## src/rtl/ysyx_220053_mul_iter.sv

```systemverilog
// ysyx_220053_mul_iter: iterative radix-2 shift-add multiplier for the RV64M
// MUL/MULH/MULHSU/MULHU/MULW group. One conditional partial product is added
// per BUSY cycle through a WIDTH-bit adder built from 4-bit carry-lookahead
// cells. Operands are taken as magnitudes and the sign is fixed on DONE entry.
//
// Ports:
//   clk, rst            clock, asynchronous active-high reset
//   flush               pipeline kill, aborts any operation (highest priority)
//   mul_valid/mul_ready operand handshake (mul_ready high only in IDLE)
//   mulw                32-bit word op, result sign-extended from bit 31
//   mul_signed[1:0]     11 s*s, 10 s*u, 00/01 u*u
//   multiplicand, multiplier  WIDTH-bit operands
//   out_valid/out_ready result handshake
//   result_hi, result_lo      high/low halves of the 2*WIDTH product
//
// Parameter WIDTH must be a multiple of 4 and at least 32.
// Optional macro YSYX_220053_MUL_EARLY_EXIT_EN: leave BUSY as soon as the
// remaining multiplier bits are zero and barrel-shift the accumulator into
// place; results are identical either way.

module ysyx_220053_mul_iter #(
   parameter int unsigned WIDTH = 64
) (
   input  logic             clk,
   input  logic             rst,
   input  logic             flush,
   input  logic             mul_valid,
   output logic             mul_ready,
   input  logic             mulw,
   input  logic [1:0]       mul_signed,
   input  logic [WIDTH-1:0] multiplicand,
   input  logic [WIDTH-1:0] multiplier,
   output logic             out_valid,
   input  logic             out_ready,
   output logic [WIDTH-1:0] result_hi,
   output logic [WIDTH-1:0] result_lo
);

   localparam int unsigned NCELL = WIDTH / 4;
   localparam int unsigned CW    = $clog2(WIDTH + 1);
   localparam int unsigned PW    = 2 * WIDTH;

   typedef enum logic [1:0] {
      S_IDLE = 2'd0,
      S_BUSY = 2'd1,
      S_DONE = 2'd2
   } state_t;

   state_t           r_state;
   logic [CW-1:0]    r_cnt;
   logic [WIDTH-1:0] r_acc_hi;
   logic [WIDTH-1:0] r_acc_lo;
   logic [WIDTH-1:0] r_mcand;
   logic [WIDTH-1:0] r_mplr;
   logic             r_neg;
   logic             r_word;

   // Operand magnitude capture
   logic             w_a_sgn, w_b_sgn;
   logic             w_a_msb, w_b_msb;
   logic             w_a_neg, w_b_neg;
   logic [WIDTH-1:0] w_a_raw, w_b_raw;
   logic [WIDTH-1:0] w_a_tc,  w_b_tc;
   logic [WIDTH-1:0] w_a_mag, w_b_mag;

   always_comb begin
      w_a_sgn = mul_signed[1];
      w_b_sgn = mul_signed[1] & mul_signed[0];
      w_a_raw = mulw ? WIDTH'(multiplicand[31:0]) : multiplicand;
      w_b_raw = mulw ? WIDTH'(multiplier[31:0])   : multiplier;
      w_a_msb = mulw ? multiplicand[31] : multiplicand[WIDTH-1];
      w_b_msb = mulw ? multiplier[31]   : multiplier[WIDTH-1];
      w_a_neg = w_a_sgn & w_a_msb;
      w_b_neg = w_b_sgn & w_b_msb;
      w_a_tc  = ~w_a_raw + WIDTH'(1);
      w_b_tc  = ~w_b_raw + WIDTH'(1);
      // word ops keep the negated magnitude inside 32 bits
      w_a_mag = !w_a_neg ? w_a_raw : (mulw ? WIDTH'(w_a_tc[31:0]) : w_a_tc);
      w_b_mag = !w_b_neg ? w_b_raw : (mulw ? WIDTH'(w_b_tc[31:0]) : w_b_tc);
   end

   // Partial-product adder: chain of 4-bit carry-lookahead cells
   logic [WIDTH-1:0] w_addend;
   logic [WIDTH-1:0] w_sum;
   logic             w_cout;

   always_comb begin
      logic       c;
      logic [3:0] g;
      logic [3:0] p;
      logic [4:0] cc;
      c        = 1'b0;
      g        = '0;
      p        = '0;
      cc       = '0;
      w_sum    = '0;
      w_addend = r_mplr[0] ? r_mcand : '0;
      for (int k = 0; k < int'(NCELL); k++) begin
         g     = r_acc_hi[4*k +: 4] & w_addend[4*k +: 4];
         p     = r_acc_hi[4*k +: 4] ^ w_addend[4*k +: 4];
         cc[0] = c;
         cc[1] = g[0] | (p[0] & c);
         cc[2] = g[1] | (p[1] & g[0]) | (p[1] & p[0] & c);
         cc[3] = g[2] | (p[2] & g[1]) | (p[2] & p[1] & g[0])
               | (p[2] & p[1] & p[0] & c);
         cc[4] = g[3] | (p[3] & g[2]) | (p[3] & p[2] & g[1])
               | (p[3] & p[2] & p[1] & g[0]) | (p[3] & p[2] & p[1] & p[0] & c);
         w_sum[4*k +: 4] = p ^ cc[3:0];
         c = cc[4];
      end
      w_cout = c;
   end

   // Termination and final alignment / sign fix
   logic [CW-1:0]     w_iters;
   logic              w_last;
   logic [CW-1:0]     w_shamt;
   logic [PW-1:0]     w_prod_sh;
   logic [PW-1:0]     w_prod_fx;
   logic signed [31:0] w_w32;

   always_comb begin
      w_iters = r_word ? CW'(32) : CW'(WIDTH);
`ifdef YSYX_220053_MUL_EARLY_EXIT_EN
      // r_cnt != 0 keeps the minimum latency at two cycles
      w_last  = (r_cnt == w_iters) || ((r_mplr == '0) && (r_cnt != '0));
`else
      w_last  = (r_cnt == w_iters);
`endif
      // after r_cnt iterations the product sits WIDTH-r_cnt bits too high
      w_shamt   = CW'(WIDTH) - r_cnt;
      w_prod_sh = {r_acc_hi, r_acc_lo} >> w_shamt;
      w_prod_fx = r_neg ? (~w_prod_sh + PW'(1)) : w_prod_sh;
      w_w32     = w_prod_fx[31:0];
   end

   // Control FSM and datapath registers
   always_ff @(posedge clk or posedge rst) begin
      if (rst) begin
         r_state   <= S_IDLE;
         r_cnt     <= '0;
         r_acc_hi  <= '0;
         r_acc_lo  <= '0;
         r_mcand   <= '0;
         r_mplr    <= '0;
         r_neg     <= 1'b0;
         r_word    <= 1'b0;
         mul_ready <= 1'b1;
         out_valid <= 1'b0;
         result_hi <= '0;
         result_lo <= '0;
      end else if (flush) begin
         r_state   <= S_IDLE;
         mul_ready <= 1'b1;
         out_valid <= 1'b0;
      end else begin
         case (r_state)
            S_IDLE: begin
               if (mul_valid && mul_ready) begin
                  r_mcand   <= w_a_mag;
                  r_mplr    <= w_b_mag;
                  r_neg     <= w_a_neg ^ w_b_neg;
                  r_word    <= mulw;
                  r_acc_hi  <= '0;
                  r_acc_lo  <= '0;
                  r_cnt     <= '0;
                  mul_ready <= 1'b0;
                  r_state   <= S_BUSY;
               end
            end
            S_BUSY: begin
               if (w_last) begin
                  if (r_word) begin
                     result_hi <= '0;
                     result_lo <= WIDTH'(w_w32);
                  end else begin
                     result_hi <= w_prod_fx[PW-1:WIDTH];
                     result_lo <= w_prod_fx[WIDTH-1:0];
                  end
                  out_valid <= 1'b1;
                  r_state   <= S_DONE;
               end else begin
                  // adder carry-out becomes the MSB shifted in
                  r_acc_hi <= {w_cout, w_sum[WIDTH-1:1]};
                  r_acc_lo <= {w_sum[0], r_acc_lo[WIDTH-1:1]};
                  r_mplr   <= r_mplr >> 1;
                  r_cnt    <= r_cnt + CW'(1);
               end
            end
            S_DONE: begin
               if (out_ready) begin
                  out_valid <= 1'b0;
                  mul_ready <= 1'b1;
                  r_state   <= S_IDLE;
               end
            end
            default: begin
               out_valid <= 1'b0;
               mul_ready <= 1'b1;
               r_state   <= S_IDLE;
            end
         endcase
      end
   end

endmodule
```

## config.mk

```make
export PLATFORM = sky130hd
export DESIGN_NAME = ysyx_220053_mul_iter
export DESIGN_NICKNAME = d
export VERILOG_FILES = /design/src/rtl/ysyx_220053_mul_iter.sv
export SDC_FILE = /design/constraint.sdc
export NUM_CORES = 2
export LEC_CHECK = 0
export BUFFER_PORTS_ARGS = -buffer_cell sky130_fd_sc_hd__buf_2
export CORE_MARGIN = 1
export CORE_UTILIZATION = 40
export DETAILED_ROUTE_END_ITERATION = 10
export HOLD_SLACK_MARGIN = 0.15
export PLACE_DENSITY = 0.62
export SYNTH_ARGS = -nofsm -noshare
export SYNTH_HDL_FRONTEND = slang
export SYNTH_SLANG_ARGS = --single-unit
```

## constraint.sdc

```tcl
create_clock -name clk -period 13.7 [get_ports clk]
set_clock_uncertainty 0.2 [all_clocks]
set_input_delay 1.37 -clock clk [delete_from_list [all_inputs] [get_ports clk]]
set_output_delay 1.37 -clock clk [all_outputs]
set_load 0.02 [all_outputs]
```

**Word level (Yosys, flattened, before mapping)**

Cells that the tools add are included.

- Register bits: 397
- Input port bits: 136
- Output and inout bits: 130

- $add $sub $neg: 5
- Equality and inequality tests: 10
- Shifts and indexed selects: 1
- Muxes and demuxes: 37
- Bitwise logic cells: 461
- Reduce and logical (&&, ||, !) cells: 9

Operators by type and width:

| operator | number |
|---|---|
| $mux W64 | 14 |
| $pmux W64 S2 | 3 |
| $and A1 B1 Y1 | 252 |
| $or A1 B1 Y1 | 156 |
| $add A128 B1 Y128 const B | 1 |
| $add A64 B1 Y64 const B | 2 |
| $mux W128 | 1 |
| $not A128 Y128 | 1 |
| $not A64 Y64 | 2 |
| $shr A128 B7 Y128 | 1 |
| $xor A4 B4 Y4 | 32 |
| $and A4 B4 Y4 | 16 |
| $mux W7 | 3 |
| $reduce_and A3 Y1 | 5 |
| $pmux W7 S2 | 1 |
| $ne A3 B3 Y1 const B | 3 |
| $mux W1 | 8 |
| $mux W2 | 4 |
| $ne A2 B2 Y1 const B | 4 |
| $add A7 B1 Y7 const B | 1 |
| $eq A7 B7 Y1 | 1 |
| $sub A7 B7 Y7 const A | 1 |
| $pmux W1 S3 | 2 |
| $pmux W2 S3 | 1 |
| 8 further kinds | 8 |

**Depth between registers and ports, before layout**

- Depth in word-level cells: 39
- Gate-level depth with buffers: 30
- Gate-level depth less buffers: 18

**Worst setup path after synthesis**

No wires, ideal clock.

- Kind: reg-to-reg
- Start: register r_cnt[0]
- End: register result_hi[60]
- Data arrival time: 6.754 ns
- Slack: 6.622 ns
- Stages on the path, launching flop included: 26
- Clock period less this slack: 7.078 ns
- Cell sequence: dfrtp_1 > buf_4 > buf_6 > buf_6 > buf_2 > inv_1 > ha_1 > buf_2 > buf_1 > buf_1 > mux4_2 > mux4_2 > a222oi_1 > o21ai_0 > a21oi_1 > ha_1 > nand3_1 > a311o_1 > o2bb2ai_1 > and3_1 > clkbuf_1 > nand4_1 > or4_1 > buf_2 > or4b_1 > a211o_1

- Longest elaborated chain between the ends: 6
- Elaborated cells between the ends (all ways): 8

RTL lines:

| what | RTL line | text |
|---|---|---|
| start: declaration | 50 | `logic [CW-1:0] r_cnt;` |
| start signal: assignment | 187 | `r_cnt <= r_cnt + CW'(1);` |
| $sub A7 B7 Y7 | 131 | `w_shamt = CW'(WIDTH) - r_cnt;` |
| $shr A128 B7 Y128 | 132 | `w_prod_sh = {r_acc_hi, r_acc_lo} >> w_shamt;` |
| $not A128 Y128 | 133 | `w_prod_fx = r_neg ? (~w_prod_sh + PW'(1)) : w_prod_sh;` |
| $add A128 B1 Y128 | 133 |  |
| $mux W128 | 133 |  |
| $mux W64 | 173 | `if (r_word) begin` |
| end signal: assignment | 177 | `result_hi <= w_prod_fx[PW-1:WIDTH];` |
| end: declaration | 35 | `output logic [WIDTH-1:0] result_hi,` |

Parallel ways exist; a longest one is shown, timed or not.
A chain may end at the register's enable or synchronous reset.

**Worst setup path after layout**

Ends and elaborated chain as after synthesis.

==> results.md <==
- Critical path arrival: 9080 ps
- Final period utilization: 64.2%
- Vias: 36.7k
- Leading area contributor after synthesis: dfrtp_1
- Num Clock Sinks: 397
- Core Area: 88900 sq um
- Crit-path max FO: 80
- Clk_lat worst skew: 620 ps
- CTS Root Cell: clkbuf_16
- Fin nets: 4622
- Status: finished, final reports clean
- Critical Setup Path Class: reg2reg
- Synth-to-Final Area Change: 10.3%
- Drt drc: 0
- RD Place Congestion: 1.08
- Syn Area/Cell: 8.32 sq um
- Num ports: 266
- Yosys top cell area share: 27.4%
- Worst path required time: 13980 ps
- Placed cell count: 5516
- Post-CTS Repair Setup Buffers: 0
- Synth Net Count: 4564
- Drt total wl: 154 mm
- RSZ-0062 raised after global routing: no
- Post_cts resized: 0
- Final core occ: 44.8%
- Worst Reg2Reg Path Length in Cells: 16
- Total gr overflow: 0
- Setup TNS: 0 ps
- Pre-antenna DRT Iters: 9
- Max-slew headroom at the worst pin: 6.35%
- Final hold vios: 0
- Port bufs: 265
- Netlist cell types: 96
- Hpwl dp: 114 mm
- TritonCTS clock tree: done
- Peak supply drop: 121 uV
- First-pass GRT wire length: 229 mm
- Actual slew at the worst max-slew pin: 1390 ps
- YS warnings: 0
- Fin cells: 5605
- Post-route ant nets: 0
- # setup viols final: 0
- Post-Layout Inst Area: 39900 sq um
- Initial core utilization: 40.6%
- Initial antenna violation count: 5
- Routed wire length per instance: 27.5 microns
- EDFF count, synth: 0
- Num rows: 109
- Top post-synthesis cells by count: nand2_1 (646), dfrtp_1 (396), o21ai_0 (386)
- Largest cells by area after synthesis: dfrtp_1 (27%), mux4_2 (11%), nand2_1 (6.7%)
- Total CTS buffers: 47
- LEAKAGE: 17.0 nW
- Die X: 303 microns
- Max H-tree Level: 2
- Hold_buf cts: 0
- Pin count of the biggest net entering global routing: 196
- Critical Path End Type: flip-flop
- Die area: 91500 sq um
- Proportion of layout cells with a drive suffix above 1: 16.2%
- Overall routing resource usage: 33.0%
- Asr flop ratio synth: 100%
- Startpoint types: flip-flop
- 1st-iter DRT viols: 4762
- Minimum clock period: 8790 ps
- Final Slew Violations: 0
- Fmax: 0.114 GHz
- Pwr Density: 185 nW/um^2
- Hold Crit Class: reg2reg
- Clk slew on worst S/H paths: 60 ps
- Total power: 7.38 mW
- Number of global-route vias before repair: 34.3k
- Vias per inst: 6.54
- Worst hold path cell count: 2
- Most numerous cell in the Yosys netlist: nand2_1
- Register area share after synthesis: 27.5%
- Cell Area, Placed: 38300 sq um
- CTS Buffer Depth: 3
- Mapped Cells: 4343
- Top FF cell, synth: dfrtp_1
- Max cap viols: 0
- Die height: 303 microns
- Yosys reg bits: 397
- Netlist Area Pre-Place: 36100 sq um
-- critical path, cell delays in order, from the launching register on --
cell      delay (ps)
dfrtp_4          840
inv_1            280
ha_4             810
buf_4            870
mux4_2           490
o21ai_0          170
a21oi_1          120
nor4_1          1160
mux2i_1          480
a211oi_1         450
o21a_1           250
and3_1           310
nand4_1          120
buf_4            230
or4_1            860
or4b_1           660
a211o_1          280
-- layout by cell type (no fill, tap or decap), drive strengths merged, types with 37 or more instances in the layout --
cell type and instances:
a21oi 277, a22o 39, and2 78, buf 356, clkbuf 67, dfrtp 396, ha 69, inv 62
mux2 39, mux2i 94, mux4 179, nand2 647, nand3 302, nand4 51, nor2 260, nor3 100
nor4 37, o211ai 53, o21ai 399, o22ai 57, o31ai 76, xnor2 162, xor2 119
-- layer usage --
| layer | routed length [microns] | vias to the layer above | part of all wire (%) | GRT usage (%) |
|---|---|---|---|---|
| li1 | - | 16200 | - | - |
| met1 | 62500 | 17600 | 41 | 44.0 |
| met2 | 65900 | 2242 | 43 | 49.3 |
| met3 | 15200 | 555 | 9.9 | 7.43 |
| met4 | 10500 | 6 | 6.8 | 18.8 |
| met5 | 38 | - | 0.025 | 0 |
-- stage by stage --
stage / hold slack, ps / worst slack [ps]
3_3_place_gp: 252 / 5300
5_1_grt: 288 / 4600
2_1_floorplan: 234 / 1090
3_5_place_dp: 253 / 5190
6_report: 263 / 4910
4_1_cts: 266 / 5170
-- path summary, 6_finish.rpt --
| kind | start | endpoint | slack [ps] |
|---|---|---|---|
| setup / recovery | r_cnt[0] | result_hi[60] | 4910 |
| min in group asynchronous | rst | r_mplr[11] | 640 |
| hold reg to reg | result_lo[16] | result_lo[16] | 260 |
| max in group asynchronous | rst | result_lo[40] | 10450 |
| setup reg to reg | r_cnt[0] | result_hi[60] | 4910 |
| hold / removal | result_lo[16] | result_lo[16] | 260 |
-- kinds of logic (layout without fill, tap and decap cells) --
group	count (synthesis)	after routing	synth area share (%)
and+or+nand+nor	1636	1636	21.1
AOI/OAI and AO/OA	1225	1225	21.4
buffers and inverters	407	502	4.85
DFF	397	397	27.5
muxes	312	312	15.0
xor gates and xnor gates	281	281	6.85
adders and majority gates	85	85	3.28
other	0	2	0
-- flip-flops by register name, indices dropped and copies added, names as in the netlist --
register   cells
r_neg          1
r_mplr        64
r_mcand       64
out_valid      1
result_lo     64
r_word         1
r_cnt          7
r_acc_lo      64
r_state        2
r_acc_hi      64
mul_ready      1
result_hi     64
-- power breakdown --
group          internal [mW]  switching [mW]  leakage, nW
Clock                  0.742           0.545        0.773
Combinational           1.41            3.14         11.1
Sequential              1.36           0.196         5.16
Total                   3.50            3.88         17.0
-- area by class of cell --
cell class                      count  area [sq um]
Antenna cell                        2          5.00
Clock buffer                       66          1370
Clock inverter                     20           211
Fill cell                        8901         49100
Inverter                           59           230
Multi-Input combinational cell   3539         24600
Sequential cell                   397          9940
Tap cell                         1165          1460
Timing Repair Buffer              357          2050
(Power assumes the default switching activity.)
